==> src/rtl/trigger_sequencer_if.sv <==
// Control/status bundle between the trigger sequencer and its host.
// master drives arm/abort/trigger/config; slave is the sequencer itself.
interface trigger_sequencer_if #(
  parameter int unsigned CNT_W = 16
);
  logic             arm;
  logic             abort;
  logic             trigger_in;
  logic [CNT_W-1:0] cfg_delay;
  logic [CNT_W-1:0] cfg_length;
  logic             armed;
  logic             busy;
  logic             capture_start;
  logic             capture_en;
  logic             done;
  logic [7:0]       trig_count;
  logic             auto_trig;

  modport master (
    output arm, abort, trigger_in, cfg_delay, cfg_length,
    input  armed, busy, capture_start, capture_en, done, trig_count, auto_trig
  );

  modport slave (
    input  arm, abort, trigger_in, cfg_delay, cfg_length,
    output armed, busy, capture_start, capture_en, done, trig_count, auto_trig
  );
endinterface

==> src/rtl/trigger_sequencer.sv <==
// One capture cycle per arm: trigger edge -> delay -> capture window -> holdoff -> idle.
// Optional timeout auto-trigger in ARMED when TRIGGER_SEQUENCER_AUTO_TRIGGER_EN is defined.
module trigger_sequencer #(
  parameter int unsigned CNT_W   = 16,
  parameter int unsigned HOLDOFF = 8,
  parameter int unsigned TIMEOUT = 1000
) (
  input logic               clk,
  input logic               reset,
  trigger_sequencer_if.slave bus
);

  typedef enum logic [2:0] {
    StIdle,
    StArmed,
    StDelay,
    StCapture,
    StHoldoff
  } state_e;

  // Holdoff always lasts at least one cycle (the done cycle).
  localparam logic [CNT_W-1:0] HoldLast = CNT_W'((HOLDOFF > 1) ? HOLDOFF - 1 : 0);

  state_e           state_q, state_d;
  logic [CNT_W-1:0] cnt_q, cnt_d;
  logic [CNT_W-1:0] delay_q, delay_d;
  logic [CNT_W-1:0] len_last_q, len_last_d;
  logic             trig_q;
  logic             trig_edge;
  logic             timeout_hit;
  logic             armed_q, armed_d;
  logic             busy_q, busy_d;
  logic             capture_start_q, capture_start_d;
  logic             capture_en_q, capture_en_d;
  logic             done_q, done_d;
  logic [7:0]       trig_count_q, trig_count_d;

  assign trig_edge = bus.trigger_in & ~trig_q;

  always_comb begin
    state_d         = state_q;
    cnt_d           = cnt_q;
    delay_d         = delay_q;
    len_last_d      = len_last_q;
    trig_count_d    = trig_count_q;
    capture_start_d = 1'b0;
    done_d          = 1'b0;

    if (bus.abort) begin
      state_d = StIdle;
    end else begin
      unique case (state_q)
        StIdle: begin
          if (bus.arm) begin
            state_d    = StArmed;
            delay_d    = bus.cfg_delay;
            // Store L-1 so the window check is a plain equality; L=0 behaves as L=1.
            len_last_d = (bus.cfg_length == '0) ? '0 : bus.cfg_length - 1'b1;
          end
        end
        StArmed: begin
          if (trig_edge || timeout_hit) begin
            state_d      = StDelay;
            cnt_d        = '0;
            trig_count_d = trig_count_q + 8'd1;
          end
        end
        StDelay: begin
          if (cnt_q == delay_q) begin
            state_d         = StCapture;
            cnt_d           = '0;
            capture_start_d = 1'b1;
          end else begin
            cnt_d = cnt_q + 1'b1;
          end
        end
        StCapture: begin
          if (cnt_q == len_last_q) begin
            state_d = StHoldoff;
            cnt_d   = '0;
            done_d  = 1'b1;
          end else begin
            cnt_d = cnt_q + 1'b1;
          end
        end
        StHoldoff: begin
          if (cnt_q == HoldLast) begin
            state_d = StIdle;
          end else begin
            cnt_d = cnt_q + 1'b1;
          end
        end
        default: state_d = StIdle;
      endcase
    end

    armed_d      = (state_d == StArmed);
    busy_d       = (state_d != StIdle);
    capture_en_d = (state_d == StCapture);
  end

  always_ff @(posedge clk or posedge reset) begin
    if (reset) begin
      state_q         <= StIdle;
      cnt_q           <= '0;
      delay_q         <= '0;
      len_last_q      <= '0;
      trig_q          <= 1'b0;
      armed_q         <= 1'b0;
      busy_q          <= 1'b0;
      capture_start_q <= 1'b0;
      capture_en_q    <= 1'b0;
      done_q          <= 1'b0;
      trig_count_q    <= 8'd0;
    end else begin
      state_q         <= state_d;
      cnt_q           <= cnt_d;
      delay_q         <= delay_d;
      len_last_q      <= len_last_d;
      trig_q          <= bus.trigger_in;
      armed_q         <= armed_d;
      busy_q          <= busy_d;
      capture_start_q <= capture_start_d;
      capture_en_q    <= capture_en_d;
      done_q          <= done_d;
      trig_count_q    <= trig_count_d;
    end
  end

`ifdef TRIGGER_SEQUENCER_AUTO_TRIGGER_EN
  localparam int unsigned ToEff  = (TIMEOUT > 0) ? TIMEOUT : 1;
  localparam int unsigned ToW    = (ToEff > 1) ? $clog2(ToEff) : 1;
  localparam logic [ToW-1:0] ToLast = ToW'(ToEff - 1);

  logic [ToW-1:0] to_q, to_d;
  logic           auto_trig_q, auto_trig_d;

  assign timeout_hit = (state_q == StArmed) && (to_q == ToLast);

  always_comb begin
    to_d        = '0;
    auto_trig_d = auto_trig_q;
    if (state_q == StArmed && state_d == StArmed) begin
      to_d = to_q + 1'b1;
    end
    if (!bus.abort) begin
      if (state_q == StIdle && bus.arm) begin
        auto_trig_d = 1'b0;
      end else if (timeout_hit && !trig_edge) begin
        auto_trig_d = 1'b1;
      end
    end
  end

  always_ff @(posedge clk or posedge reset) begin
    if (reset) begin
      to_q        <= '0;
      auto_trig_q <= 1'b0;
    end else begin
      to_q        <= to_d;
      auto_trig_q <= auto_trig_d;
    end
  end

  assign bus.auto_trig = auto_trig_q;
`else
  assign timeout_hit   = 1'b0;
  assign bus.auto_trig = 1'b0;
`endif

  assign bus.armed         = armed_q;
  assign bus.busy          = busy_q;
  assign bus.capture_start = capture_start_q;
  assign bus.capture_en    = capture_en_q;
  assign bus.done          = done_q;
  assign bus.trig_count    = trig_count_q;

endmodule

==> src/flat_wrapper.sv <==
// flat-port wrapper written by rule: the top's interface ports become plain ports
module trigger_sequencer_flat 
#(
  parameter int unsigned CNT_W   = 16,
  parameter int unsigned HOLDOFF = 8,
  parameter int unsigned TIMEOUT = 1000
)
  (clk, reset, bus_arm, bus_abort, bus_trigger_in, bus_cfg_delay, bus_cfg_length, bus_armed, bus_busy, bus_capture_start, bus_capture_en, bus_done, bus_trig_count, bus_auto_trig);
  trigger_sequencer_if #(.CNT_W(CNT_W)) bus_i ();
  input logic clk;
  input logic reset;
  input wire logic [$bits(bus_i.arm)-1:0] bus_arm;
  input wire logic [$bits(bus_i.abort)-1:0] bus_abort;
  input wire logic [$bits(bus_i.trigger_in)-1:0] bus_trigger_in;
  input wire logic [$bits(bus_i.cfg_delay)-1:0] bus_cfg_delay;
  input wire logic [$bits(bus_i.cfg_length)-1:0] bus_cfg_length;
  output wire logic [$bits(bus_i.armed)-1:0] bus_armed;
  output wire logic [$bits(bus_i.busy)-1:0] bus_busy;
  output wire logic [$bits(bus_i.capture_start)-1:0] bus_capture_start;
  output wire logic [$bits(bus_i.capture_en)-1:0] bus_capture_en;
  output wire logic [$bits(bus_i.done)-1:0] bus_done;
  output wire logic [$bits(bus_i.trig_count)-1:0] bus_trig_count;
  output wire logic [$bits(bus_i.auto_trig)-1:0] bus_auto_trig;
  assign bus_i.arm = bus_arm;
  assign bus_i.abort = bus_abort;
  assign bus_i.trigger_in = bus_trigger_in;
  assign bus_i.cfg_delay = bus_cfg_delay;
  assign bus_i.cfg_length = bus_cfg_length;
  assign bus_armed = bus_i.armed;
  assign bus_busy = bus_i.busy;
  assign bus_capture_start = bus_i.capture_start;
  assign bus_capture_en = bus_i.capture_en;
  assign bus_done = bus_i.done;
  assign bus_trig_count = bus_i.trig_count;
  assign bus_auto_trig = bus_i.auto_trig;
  trigger_sequencer #(.CNT_W(CNT_W), .HOLDOFF(HOLDOFF), .TIMEOUT(TIMEOUT)) u_core (.clk(clk), .reset(reset), .bus(bus_i));
endmodule
==> config.mk <==
export PLATFORM = sky130hd
export DESIGN_NAME = trigger_sequencer_flat
export DESIGN_NICKNAME = d
export VERILOG_FILES = /design/src/rtl/trigger_sequencer_if.sv /design/src/rtl/trigger_sequencer.sv /design/src/flat_wrapper.sv
export SDC_FILE = /design/constraint.sdc
export NUM_CORES = 1
export LEC_CHECK = 0
export CORE_ASPECT_RATIO = 0.8
export CORE_MARGIN = 2
export CORE_UTILIZATION = 47
export DETAILED_ROUTE_END_ITERATION = 10
export DONT_BUFFER_PORTS = 1
export PLACE_DENSITY = 0.63
export SYNTH_ARGS = -nofsm -noshare
export SYNTH_HDL_FRONTEND = slang
export SYNTH_SLANG_ARGS = --single-unit
==> constraint.sdc <==
create_clock -name clk -period 2.1 [get_ports clk]
set_input_delay 0.21 -clock clk [delete_from_list [all_inputs] [get_ports clk]]
set_output_delay 0.21 -clock clk [all_outputs]
set_load 0.01 [all_outputs]
==> results of run 1 <==
==> layer usage <==
metal / global-route usage, % / part of all wire [%] / up-vias
li1: - / - / 1258
met1: 29.1 / 47 / 1286
met2: 30.6 / 45 / 76
met3: 5.02 / 6.9 / 6
met4: 6.76 / 0.87 / 0
met5: 0 / 0 / -
==> state kept, by name, indices dropped and copies added (netlist names) <==
register	count
u_core.cnt_q	16
u_core.delay_q	16
u_core.len_last_q	16
u_core.bus.trig_count	8
u_core.state_q	3
u_core.bus.armed	1
u_core.bus.busy	1
u_core.bus.capture_en	1
u_core.bus.capture_start	1
u_core.bus.done	1
u_core.trig_q	1
==> Yosys cell counts (4+ instances only) <==
cell type	n
dfrtp_1	65
nand2_1	30
xnor2_1	30
o21ai_0	27
nor2_1	26
xor2_1	21
mux2_2	18
nor3_1	16
buf_2	15
nand3_1	15
and3_1	11
nand4_1	10
nor4_1	9
a31oi_1	5
buf_4	4
clkbuf_1	4
inv_1	4
==> cell families after synthesis <==
| group | count (synthesis) | share of synthesized area (%) |
|---|---|---|
| buffers and inverters | 28 | 3.96 |
| multiplexers | 21 | 6.58 |
| XOR/XNOR | 51 | 12.6 |
| other | 1 | 0.106 |
| AO/OA/AOI/OAI | 45 | 7.54 |
| flip-flops | 65 | 46.0 |
| adder cells (fa/ha/maj) | 3 | 1.06 |
| AND/OR/NAND/NOR | 140 | 22.1 |
==> per-stage QoR <==
stage          std cells  util [%]  hold WS [ns]  setup slack (ns)  area (µm²)
2_1_floorplan        354         -         0.241             0.186        3540
3_3_place_gp         436      50.0         0.231            0.0315        3680
3_5_place_dp         436      50.0         0.242            0.0517        3680
4_1_cts              456      53.1       0.00654            0.0597        3910
5_1_grt              458      54.1       0.00113           0.00826        3980
6_report             458      54.1        0.0184            0.0892        3980
==> power by group through the flow <==
stage	clock network [mW]	registers [mW]	logic [mW]
floorplan	0	1.63	0.478
global placement	0	1.71	0.562
detailed placement	0	1.72	0.574
CTS	1.05	1.69	0.583
global route	1.11	1.72	0.681
finish	1.02	1.69	0.599
==> critical path, cell delays in order (launching register included) <==
cell and delay (ns):
dfrtp_1 0.41, buf_4 0.18, xnor2_1 0.16, nand4_1 0.14, nor4_4 0.35, buf_4 0.19
mux2_2 0.13, nor2_1 0.04, or2_2 0.27
==> final cells by class <==
cell class              instances  area, µm²
inverters                       4       15.0
repair buffers                 22        220
flip-flops and latches         65       1630
fillers                       663       3370
well taps                      90        113
clock inverters                 5       56.3
clock buffers                  11        131
multi-input cells             261       1810
==> what timing repair did <==
action | CTS | global route
buffers inserted | 0 | 1
gates cloned | 0 | 1
gates resized for setup | 1 | 15
pin swaps | 0 | 4
hold endpoints to repair | 35 | 0
hold buffers | 4 | 0
setup endpoints to repair | 2 | 18
==> how the worst max path moves through the flow <==
stage                             end  slack, ns  cells after the start
global placement     u_core.cnt_q[14]       0.03                      6
global route          u_core.cnt_q[5]      0.008                      7
floorplan            u_core.cnt_q[14]       0.19                      8
finish              u_core.state_q[0]       0.09                      8
detailed placement    u_core.cnt_q[1]       0.05                      7
CTS                   u_core.cnt_q[1]       0.06                      7
==> metrics.txt, run 1 <==
Layout Nets 403; Die ar. 0.00824 mm²; Clk pwr share 30.9%; Net Sw Power 1.00 mW; Port Buffer Count 0; MaxCap Viol Count 0; RSZ-0062 raised after global routing no; FMAX 0.497 GHz; # rows 28; crit path time final 2.01 ns; Worst Setup Start Kind flop; Leak 1.65 nW; Final Hold Vio Count 0; status finished clean; Ys Warns 0; CTS H-tree lvls 3; Critical Path Source u_core.cnt_q[10]; vias in the first global route 2555; register area share after synthesis between 40% and 50%; Reg power frac about half; hold depth 1; largest area contributor in the netlist dfrtp_1; WL final 7840 µm; Final Wtd Congestion 0.873; Core Area approximately 0.0074 mm²; main flop type after synthesis dfrtp_1; routed length per instance 17.1 µm; Setup TNS Final 0 ns; combinational cell fraction of total power 18.0%; PnR Total Power 3.32 mW; Setup CP Type flop to flop; Clock Tree Root clkbuf_8; largest cells by area after synthesis dfrtp_1, xnor2_1, mux2_2, xor2_1, o21ai_0; register bit count reported by yosys 65; GR Overflow Total 0; Setup violations, final 0; Starting Density approximately half; share of cells above drive strength 1 about a fifth; CTS tree yes; reg2reg start u_core.cnt_q[10]; detailed-placement wirelength estimate 5580 µm; Mapped Cells between 300 and 400; Die Y between 80 and 90 µm; synth-to-layout area growth 12.7%; worst hold start bus_cfg_delay[15]; total iterations of the first detailed-routing run 4; # DRC 0; Slew HR 53.4%; Post-synth ARST share between 90% and 100%; # clock sinks 65; WP data arrival 2.22 ns; Mapped Avg Cell Area 9.99 µm²; worst reg-to-reg setup slack 0.09 ns; P_int 2.32 mW; CTS max path bufs 2; Register-to-Register Path Depth 8; area of the mapped netlist about 0.0035 mm²; switching share of power 30.2%; Detail Route Antenna Nets 0; first-pass GRT wire length ~13000 µm; Post-synth EDFFs 0; critical path capture point type flop; Diodes inserted 0; Worst Max-Slew Pin Slew 0.697 ns; Slew Viols, Final 0; post-synth net total between 300 and 400; Max Fanout on Critical Path 8; Clock transition at path regs 0.07 ns; Netlist cell types 48; Hold Path Sink u_core.delay_q[15]; largest net degree at the start of global routing 36; Vias per Instance 5.73; Iteration-0 DRC Markers 159; PD cells 833 mW/mm²; GRT Resource Usage Total 20.4%; via count 2626; Synth top area share between 40% and 50%; most common cell after layout, fill and taps aside dfrtp_1; Final Skew ~0.015 ns; DIE WIDTH 101 µm; Worst Hold Class primary input to flop; VDD IR max 0.422 mV; critical path required time 2.31 ns; initial antenna violation count 0; IO Count 51; worst-skew pair later-pin latency 0.34 ns; RR Endpoint u_core.state_q[0]; Final Cycle Share 95.8%; CTS Buf Count 9; most frequent cells in the layout dfrtp_1, nand2_1, xnor2_1, o21ai_0, nor2_1
Note: power is estimated with default switching activity, not from simulation.
==> run 2: changes to the inputs <==
PLACE_DENSITY = 0.61   (was 0.63)
clock period = 1.97 ns   (was 2.1 ns; I/O delays follow)
==> run 2 against run 1 <==
  * The run now ends with negative setup slack left
  * Critical endpoint unchanged
  * Sequential share of layout area down 3.7 points
  * Highest routed layer unchanged
  * Combinational power up 19%
  * Worst hold slack worse by 0.0083 ns
  * Cell area up 10%
  * Clock power about the same
  * Clock-buffer cell count unchanged
  * Largest cell class unchanged
  * Setup slack worse by 0.14 ns
  * Cell count up 7.2%
  * Non-clock buffer count up 35
  * Total power up 7.7%
  * First-iteration DRC count up 26%
==> metrics.txt, run 2 (same netlist as run 1, synthesis figures left out) <==
status finished with violations; failing checks negative setup slack; reg2reg start u_core.cnt_q[0]; Hold Path Sink u_core.delay_q[3]; WP data arrival 2.26 ns (+0.04 ns); Slowest Stage Delay on Critical Path 0.43 ns (+0.02 ns); CP top delay family simple AND/OR/NAND/NOR gates; CTS tree yes; worst-skew pair later-pin latency 0.35 ns (about the same); critical path capture point type flop; FMAX 0.494 GHz (-0.72%); via count 2794 (+6.4%); worst reg-to-reg setup slack -0.06 ns (-0.14 ns); Fillers 614 (-7.4%); # clock sinks 65 (unchanged); largest net degree at the start of global routing 29 (-19%); Slew Viols, Final 0 (unchanged); GRT Resource Usage Total 21.6% (+1.1 points); Worst Setup Slack, final -0.0554 ns (-0.145 ns); WL final 8570 µm (+9.3%); GR Overflow Total 0 (unchanged); Critical Path Source u_core.cnt_q[0]; most frequent cells in the layout dfrtp_1, buf_4, nand2_1, xnor2_1, o21ai_0; MaxCap Viol Count 0 (unchanged); CTS H-tree lvls 3 (unchanged); Slew HR 57.6% (+4.2 points); synth-to-layout area growth 24.1%; final hold slack 0.0101 ns (-0.00831 ns); Port Buffer Count 0 (unchanged); Worst Setup Start Kind flop; # rows 28 (unchanged); Core Area 0.00736 mm² (unchanged); most common cell after layout, fill and taps aside dfrtp_1; routed length per instance 17.5 µm (+2.0%); CTS Buf Count 9 (unchanged); share of cells above drive strength 1 29.4% (+9.6 points); Starting Density 48.1% (unchanged); Final Cycle Share 103% (+7.1 points); CTS max path bufs 2 (unchanged); Iteration-0 DRC Markers 201 (+26%); crit path time final 2.03 ns (+0.0145 ns); Clock transition at path regs 0.07 ns (about the same); worst hold start bus_cfg_delay[3]; CP Cell Sequence buf_6 > xnor2_2 > nand4_1 > nor4_4 > buf_4 > mux2_2 > nor2_2 > or2_2; Final Wtd Congestion 0.889 (+1.9%); top flop regs u_core.cnt_q: 16 flops, u_core.delay_q: 16 flops, u_core.len_last_q: 16 flops; Post-Place Setup Slack -0.0457 ns (-0.0974 ns); VDD IR max 0.469 mV (+11%); Worst Max-Slew Pin Slew 0.634 ns (-0.0630 ns); Die Y 81.6 µm (unchanged); first-pass GRT wire length 13400 µm (+4.4%); critical path required time 2.20 ns (-0.11 ns); Final Hold Vio Count 0 (unchanged); # DRC 0 (unchanged); total iterations of the first detailed-routing run 4 (unchanged); DIE WIDTH 101 µm (unchanged); IO Count 51 (unchanged); Diodes inserted 0 (unchanged); Leak 1.81 nW (+9.7%); Max Fanout on Critical Path 4 (-4); Buf/Inv on CP 2 (unchanged); vias in the first global route 2671 (+4.5%); RR Endpoint u_core.state_q[0]; initial antenna violation count 0 (unchanged); Clock Tree Root clkbuf_8; Worst Hold Class primary input to flop; Final Skew 0.00743 ns (-0.00793 ns); Setup violations, final 14 (+14); PD cells 814 mW/mm² (-2.2%); Setup CP Type flop to flop; Layout Nets 438 (+8.7%); Vias per Instance 5.69 (-0.75%); Die ar. 0.00824 mm² (unchanged); detailed-placement wirelength estimate 6080 µm (+8.9%); RSZ-0062 raised after global routing yes; Detail Route Antenna Nets 0 (unchanged); Register-to-Register Path Depth 8 (unchanged); hold depth 1 (unchanged); slowest library cell on the worst path dfrtp_2
-- run 2: cell count changes in the layout (fill, tap and decap cells not counted), sizes merged --
cell         delta
buf            +20
dlygate4sd3    +15
bufinv          -1
clkinv          -1
-- run 2: worst max-delay path by stage --
stage	endpoint	slack (ns)	cells past startpoint
finish	u_core.state_q[0]	-0.06	8
global route	u_core.state_q[0]	-0.12	8
CTS	u_core.state_q[0]	-0.02	9
detailed placement	u_core.cnt_q[15]	-0.05	7
global placement	u_core.cnt_q[5]	-0.03	7
floorplan	u_core.cnt_q[14]	0.06	8
-- run 2: final cells by class --
cell class	count	area, µm²	share of cell area [%]
sequential	65	1640	37.3
tap	90	113	2.57
timing repair buffer	57	507	11.6
multi-input combinational	261	1950	44.4
clock buffer	11	151	3.45
clock inverter	3	17.5	0.399
inverter	4	15.0	0.342
-- run 2: layer usage --
| layer | up-vias | global-route usage (%) | part of all wire (%) |
|---|---|---|---|
| met5 | - | 0 | 0 |
| met4 | 0 | 5.14 | 0.98 |
| met3 | 8 | 5.53 | 5.7 |
| met2 | 81 | 33.4 | 47 |
| met1 | 1376 | 30.5 | 46 |
| li1 | 1329 | - | - |
-- run 2: timing repair --
| item | in CTS | in global routing |
|---|---|---|
| setup endpoints to repair | 17 | 19 |
| setup buffers | 3 | 3 |
| pin swaps | 2 | 7 |
| hold buffers | 19 | 0 |
| endpoints found under the hold margin | 45 | 0 |
| gates resized for setup | 11 | 36 |
-- run 2: report_power, final --
group / switching (mW) / internal [mW] / total, mW
sequential: 0.282 / 1.55 / 1.83
clock: 0.516 / 0.507 / 1.02
combinational: 0.325 / 0.389 / 0.714
total: 1.12 / 2.45 / 3.57
-- run 2: through the flow --
| step | util, % | instance area (µm²) | TNS, ns | std cells | total power, mW |
|---|---|---|---|---|---|
| floorplan | - | 3540 | 0 | 354 | 2.24 |
| global route | 59.6 | 4390 | -1.59 | 491 | 3.75 |
| detailed placement | 51.3 | 3780 | -0.286 | 452 | 2.46 |
| finish | 59.6 | 4390 | -0.203 | 491 | 3.57 |
| CTS | 57.1 | 4200 | -0.149 | 488 | 3.54 |
| global placement | 51.3 | 3780 | -0.348 | 452 | 2.43 |
